### src/rtl/raw_fence_alloc.sv
`default_nettype none
// ============================================================================
// Module   : raw_fence_alloc
// Brief    : Raw-hits buffer write allocator feeding the fence queue.
//            Optional dropped-event counter built when RAW_DROP_CNT_EN is defined.
// Revision : 1.0
// ============================================================================
module raw_fence_alloc #(
  parameter int ADRB  = 11,
  parameter int MXADR = 2048,
  parameter int WDATA = 16
) (
  input  logic             clock,
  input  logic             reset,
  input  logic             evt_req,
  input  logic [ADRB:0]    evt_nwords,
  input  logic [31:0]      evt_tag,
  output logic             evt_rdy,
  input  logic             hit_vld,
  input  logic [WDATA-1:0] hit_data,
  output logic             buf_wr_en,
  output logic [ADRB-1:0]  buf_wr_adr,
  output logic [WDATA-1:0] buf_wr_data,
  output logic             fq_push,
  output logic [ADRB+31:0] fq_wr_data,
  input  logic             fq_full,
  input  logic             fq_empty,
  input  logic [ADRB+31:0] fq_rd_data,
  output logic             evt_done,
  output logic             evt_drop,
  output logic [ADRB:0]    free_words,
  output logic [15:0]      drop_cnt
);

  typedef enum logic [2:0] {
    S_IDLE  = 3'd0,
    S_CHECK = 3'd1,
    S_WRITE = 3'd2,
    S_FENCE = 3'd3,
    S_DROP  = 3'd4
  } state_t;

  localparam logic [ADRB:0] C_MXADR = (ADRB+1)'(MXADR);

  state_t          r_state;
  logic [ADRB-1:0] r_wr_adr;
  logic [ADRB-1:0] r_start_adr;
  logic [ADRB:0]   r_wcnt;
  logic [ADRB:0]   r_nwords;
  logic [31:0]     r_tag;

  logic [ADRB-1:0] w_used;
  logic [ADRB:0]   w_free;
  logic [ADRB:0]   w_wcnt_nxt;
  logic            w_accept;
  logic            w_unused_head_tag;

  // Equal pointers with a non-empty queue means the buffer is completely full.
  assign w_used     = r_wr_adr - fq_rd_data[ADRB-1:0];
  assign w_free     = fq_empty          ? C_MXADR :
                      (w_used == '0)    ? '0      :
                      C_MXADR - {1'b0, w_used};
  assign w_wcnt_nxt = r_wcnt + 1'b1;
  assign w_accept   = (r_nwords != '0) && (r_nwords <= free_words) && !fq_full;

  assign w_unused_head_tag = ^fq_rd_data[ADRB+31:ADRB];

  always_ff @(posedge clock or negedge reset) begin
    if (!reset) begin
      free_words <= C_MXADR;
    end else begin
      free_words <= w_free;
    end
  end

  always_ff @(posedge clock or negedge reset) begin
    if (!reset) begin
      r_state     <= S_IDLE;
      r_wr_adr    <= '0;
      r_start_adr <= '0;
      r_wcnt      <= '0;
      r_nwords    <= '0;
      r_tag       <= '0;
      evt_rdy     <= 1'b1;
      buf_wr_en   <= 1'b0;
      buf_wr_adr  <= '0;
      buf_wr_data <= '0;
      fq_push     <= 1'b0;
      fq_wr_data  <= '0;
      evt_done    <= 1'b0;
      evt_drop    <= 1'b0;
    end else begin
      buf_wr_en <= 1'b0;
      fq_push   <= 1'b0;
      evt_done  <= 1'b0;
      evt_drop  <= 1'b0;
      case (r_state)
        S_IDLE: begin
          if (evt_req) begin
            r_nwords    <= evt_nwords;
            r_tag       <= evt_tag;
            r_start_adr <= r_wr_adr;
            r_wcnt      <= '0;
            evt_rdy     <= 1'b0;
            r_state     <= S_CHECK;
          end
        end
        S_CHECK: begin
          if (w_accept) begin
            r_state <= S_WRITE;
          end else begin
            evt_drop <= 1'b1;
            r_state  <= S_DROP;
          end
        end
        S_WRITE: begin
          if (hit_vld) begin
            buf_wr_en   <= 1'b1;
            buf_wr_adr  <= r_wr_adr;
            buf_wr_data <= hit_data;
            r_wr_adr    <= r_wr_adr + 1'b1;
            r_wcnt      <= w_wcnt_nxt;
            // Fence leaves together with the last word of the event.
            if (w_wcnt_nxt == r_nwords) begin
              fq_push    <= 1'b1;
              fq_wr_data <= {r_tag, r_start_adr};
              evt_done   <= 1'b1;
              r_state    <= S_FENCE;
            end
          end
        end
        S_FENCE, S_DROP: begin
          evt_rdy <= 1'b1;
          r_state <= S_IDLE;
        end
        default: begin
          evt_rdy <= 1'b1;
          r_state <= S_IDLE;
        end
      endcase
    end
  end

`ifdef RAW_DROP_CNT_EN
  logic [15:0] r_drop_cnt;

  always_ff @(posedge clock or negedge reset) begin
    if (!reset) begin
      r_drop_cnt <= '0;
    end else if ((r_state == S_CHECK) && !w_accept && (r_drop_cnt != 16'hFFFF)) begin
      r_drop_cnt <= r_drop_cnt + 16'd1;
    end
  end

  assign drop_cnt = r_drop_cnt;
`else
  assign drop_cnt = 16'h0000;
`endif

endmodule
`default_nettype wire

### config.mk
export PLATFORM = sky130hd
export DESIGN_NAME = raw_fence_alloc
export DESIGN_NICKNAME = d
export VERILOG_FILES = /design/src/rtl/raw_fence_alloc.sv
export SDC_FILE = /design/constraint.sdc
export NUM_CORES = 1
export LEC_CHECK = 0
export ABC_CLOCK_PERIOD_IN_PS = 6000
export CORE_AREA = 10 10 146 148
export DETAILED_ROUTE_END_ITERATION = 10
export DIE_AREA = 0 0 156 158
export PLACE_DENSITY = 0.85
export RECOVER_POWER = 25
export SYNTH_ARGS = -nofsm -noshare
export SYNTH_HDL_FRONTEND = slang
export SYNTH_SLANG_ARGS = --single-unit
### constraint.sdc
create_clock -name clock -period 6 [get_ports clock]
set_input_delay 0.6 -clock clock [delete_from_list [all_inputs] [get_ports clock]]
set_output_delay 0.6 -clock clock [all_outputs]
set_load 0.02 [all_outputs]
; ---- Word-level counts from Yosys, hierarchy flattened
; Cells that the tools add are included.
[totals]
reg_bits = 167
output_inout_bits = 103
wordCells = 59
[op_classes]
mux = 19
n_reduce_logical = 14
add_sub_neg = 4
n_eq_ne = 6
magnitude_cmp = 1
bitwise_logic = 1
[op_table]
columns = op, count
row1 = 2-to-1 mux 12 bit, 4
row2 = one-hot mux 12 bit (2 select lines), 1
row3 = "adder 12 x 1 -> 12 bit, second input constant", 1
row4 = == test 12 bit, 1
row5 = <= comparator 12 bit, 1
row6 = 2-to-1 mux 3 bit, 4
row7 = nonzero test 12 bit, 1
row8 = "subtractor 12 x 11 -> 12 bit, first input constant", 1
row9 = "adder 11 x 1 -> 11 bit, second input constant", 1
row10 = zero test 11 bit, 1
row11 = subtractor 11 bit, 1
row12 = one-hot mux 3 bit (3 select lines), 1
row13 = AND reduction 3 bit, 3
row14 = 2-to-1 mux 1 bit, 8
row15 = "inequality test 2 bit, second input constant", 3
row16 = AND reduction 2 bit, 3
row17 = "== test 3 x 1 -> 1 bit, second input constant", 1
row18 = "== test 3 x 2 -> 1 bit, second input constant", 1
row19 = zero test 3 bit, 1
row20 = logical AND 1 bit, 2
row21 = one-hot mux 1 bit (2 select lines), 1
row22 = nonzero test 2 bit, 1
row23 = OR reduction 2 bit, 1
row24 = zero test 1 bit, 1
row25 = NOT 1 bit, 1

; ---- Depth between registers and ports, before layout
[logic_depth]
depth_word = 5
depth_mapped = 10

; ---- Worst setup path after synthesis
; OpenSTA, ideal clock, no wires.
[synth_timing]
path_type = input to register
from = in fq_rd_data[0]
to = reg free_words[9]
path_buffers = 0
slack_ns = 2.990
required_ns = 5.918
t_arrival_ns = 2.927
cell_stages = 9
path_cell_list = ha_1 > inv_1 > fa_1 > a21o_1 > a211o_1 > a22o_1 > a211o_1 > or4_1 > a31oi_1
[synth_between]
elab_chain_len = 4
elab_cells_between_ends = 5
classes_between = 2 x add/sub / 2 x mux / 1 x reduce/logical
[synth_rtl]
columns = element, line_no
row1 = from (decl), 28  ; input logic [ADRB+31:0] fq_rd_data,
row2 = subtractor 11 bit (*), 59  ; assign w_used = r_wr_adr - fq_rd_data[ADRB-1:0];
row3 = subtractor 12 x 11 -> 12 bit / zero test 11 bit (equally long branches), "62, 61"
row4 = 2-to-1 mux 12 bit (*), 61  ; (w_used == '0) ? '0 :
row5 = 2-to-1 mux 12 bit (*), 60  ; assign w_free = fq_empty ? C_MXADR :
row6 = named net w_free[9], 53  ; logic [ADRB:0] w_free;
row7 = to (signal assigned), 72  ; free_words <= w_free;
row8 = to (decl), 31  ; output logic [ADRB:0] free_words,
; Mark *: on every way through the listed nets, which the timed path passes. The rest lies on a longest branch.
; A chain may end at the register's enable or synchronous reset.

; ---- Worst setup path in the final report
[layout_timing]
from = reg r_wcnt[0]
to = reg fq_wr_data[31]
[layout_between]
elab_chain_len = 3
[layout_rtl]
columns = element, line_no
row1 = from (decl), 48  ; logic [ADRB:0] r_wcnt;
row2 = from (signal assigned), 122  ; r_wcnt <= w_wcnt_nxt;
row3 = adder 12 x 1 -> 12 bit, 63  ; assign w_wcnt_nxt = r_wcnt + 1'b1;
row4 = == test 12 bit, 124  ; if (w_wcnt_nxt == r_nwords) begin
row5 = AND reduction 3 bit (no source line), -
row6 = to (signal assigned), 126  ; fq_wr_data <= {r_tag, r_start_adr};
row7 = to (decl), 25  ; output logic [ADRB+31:0] fq_wr_data,
; No other way between the ends.

==> flow_summary.toml <==
[synthesis]
synth_compound_area_share_pct = 8.883
synth_simple_gate_area_share_pct = 12.21
syn_inst = 703
synth-xor-area-share_pct = 3.455
netlist_top_cells_count = "165 x dfrtp_1, 108 x nand2_1, 57 x mux2_2, 39 x mux2_4, 28 x inv_1"
synth_edf_count = 0
synth_top_family_by_area = "multiplexers"
yosysSeqAreaShare_pct = 51.54
synth.distinct_cells = 63
mappedNetlistArea_um2 = 8113
yosysMostFrequentCell = "dfrtp_1"
synth.avg_cell_area_um2 = 11.54
synthArstFlopShare_pct = 100.0
yosys.area.top_type = "dfrtp_1"
muxShareOfSynthArea_pct = 15.25
synth_top_area_share_pct = 50.89
synth_fa_ha_area_share_pct = 4.102
yosys_warnings = 0
synth.area.top_cells = "dfrtp_1 51%, mux2_2 7.9%, mux2_4 7.2%"
synth-seq-cells = 167
synthFlopType = "dfrtp_1"

[critical_path]
reg2reg_slack_ns = 2.41
critPathArrivalTime_ns = 3.90
r2r-end = "fq_wr_data[31]"
worstSetupPathType = "register to register"
crit_path_start_kind = "register"
required_ns = 6.32
regToRegStartpoint = "r_wcnt[0]"
rr_worst_depth = 8
worstSetupStartpoint = "r_wcnt[0]"
critPathMaxFanout = 30
cp-end-kind = "register"

[finish]
final_nets = 998
final_cell_count_no_fill = 1110
area_growth_pct = 29.52
diodes = 0
drive_above_1_share_pct = 17.01

[clock_network]
cts-resized-gates = 0
insertion_delay_ns = 0.43
htreeDepth = 4
cts_buffer_depth = 2
cts_hold_buf = 0
clock-sinks = 167
cts_tree = "yes"
post-cts-setup-buffers = 0
clk_transition_reported_paths_ns = 0.06
numCtsBuffers = 17
cts-root-buf = "clkbuf_16"

[sta]
max_freq_mhz = 278.9
worst_pin_slew_ns = 1.984
min_period_ns = 3.586
setup_viol_count_final = 0
hold_violations = 0
skew_ns = 0.009059
rsz0062_at_grt = "no"
period_share_pct = 59.76
fin_tns_setup_ns = 0
max_slew_margin_pct = -32.24
maxSlewViolCount = 86

[global_route]
grt_pass1_wl_mm = 31.46
grt_max_degree = 103
grt_pass1_vias = 5854
antenna_found_initial = 0
grt.overflow.total = 0
grt_usage_pct = 16.09

[die]
core-area_um2 = 18460
initial_utilization_pct = 43.96
pin_count = 212
die_h_um = 158
die-area_um2 = 24650
die_w_um = 156
row_count = 50

[detailed_routing]
wl_per_cell_um = 17.98
drt-total-wl_mm = 19.96
drtPass1Iterations = 4
drtAntennaViolNets = 0
drt_iter0_drc = 291
drt-vias-per-instance = 5.115
route.vias.total = 5678
drcViolationCount = 0

[min_path]
hp-class = "input pin to async pin"

[power]
p_per_area_nw_per_um2 = 389.9
p_leak_nw = 4.927
peakVddDrop_mv = 0.1932

[place]
io_buffers = 163
dpl.hpwl_mm = 14.46
placedCellCount = 1078
place.gp.congestion = 0.8387

[outcome]
status = "finished with violations"
violations = "max-capacitance violations, max-slew violations"

[flow_run]
max_cap_viol_count = 2
-- registers in the layout, summed over array words and instances, names as in the netlist --
register / flops
evt_done: 1
evt_drop: 1
r_tag: 32
r_start_adr: 11
free_words: 12
r_state: 3
buf_wr_adr: 11
buf_wr_en: 1
r_wr_adr: 11
evt_rdy: 1
r_nwords: 12
r_wcnt: 12
fq_wr_data: 43
buf_wr_data: 16
-- power breakdown --
part	internal [mW]	total, mW	switching (mW)	leakage [nW]
combinational	0.662	1.32	0.662	2.45
sequential	1.40	1.62	0.219	2.17
clock	0.683	1.15	0.468	0.298
-- critical path, stage by stage, from the launching register on --
cell and delay (ns):
dfrtp_1 0.48, ha_1 0.33, nand3_2 0.14, or4_1 0.57, a21oi_1 0.27, nor3_4 0.07, o2111ai_4 0.63, buf_4 0.61
mux2_4 0.35
-- worst max path at each step --
stage,endpoint
global placement,free_words[1]
CTS,fq_wr_data[31]
global route,fq_wr_data[24]
floorplan,free_words[9]
detailed placement,free_words[1]
finish,fq_wr_data[31]
-- metal layers --
| layer | GRT usage, % | up-vias | share of wire (%) |
|---|---|---|---|
| met1 | 20.09 | 2743 | 43 |
| met4 | 4.676 | 0 | 1.1 |
| met2 | 26.06 | 166 | 48 |
| met5 | 0 | - | 0 |
| li1 | - | 2743 | - |
| met3 | 5.292 | 26 | 7.2 |
-- cell type report --
type	instances	area, µm²
inverter	29	108.9
multi-input combinational	479	3632
sequential	167	4182
clock buffer	19	452.9
tap	234	292.8
timing repair buffer	169	1670
clock inverter	13	168.9
fill	1515	7948
-- cells in the final DEF, fill, tap and decap left out, types with 7 or more instances in the layout --
cell type	netlist	routed
mux2_2	57	57
inv_1	28	29
xnor2_1	24	24
o31ai_1	7	7
and3_1	7	7
nand3_1	7	7
a21oi_1	8	8
o21ai_0	25	25
mux2_4	39	39
clkbuf_16	0	17
nand4_1	10	10
nor4_1	8	8
clkdlybuf4s50_1	0	161
xor2_1	8	8
ha_1	25	25
a21o_1	13	13
a211oi_1	8	8
dfrtp_1	165	165
nand2_1	108	108
nor2_1	25	25
conb_1	1	16
-- metrics by stage --
stage,hold slack (ns),total power [mW],setup WS (ns),utilization (%),instance area (µm²)
floorplan,0.3044,2.483,2.990,-,8169
global placement,0.4578,2.908,2.275,53.61,9893
detailed placement,0.4615,2.981,2.179,53.61,9893
CTS,0.3257,4.147,2.405,56.98,10520
global route,0.3498,4.347,2.200,56.94,10510
finish,0.2849,4.097,2.414,56.94,10510
-- cell families (layout without fill, tap and decap cells) --
family,after synthesis,after routing
and+or+nand+nor,208,208
DFF,167,167
AOI/OAI and AO/OA,100,100
muxes,97,97
buffers and inverters,72,230
xor gates and xnor gates,32,32
adders and majority gates,26,26
other,1,16
(Power assumes the default switching activity.)
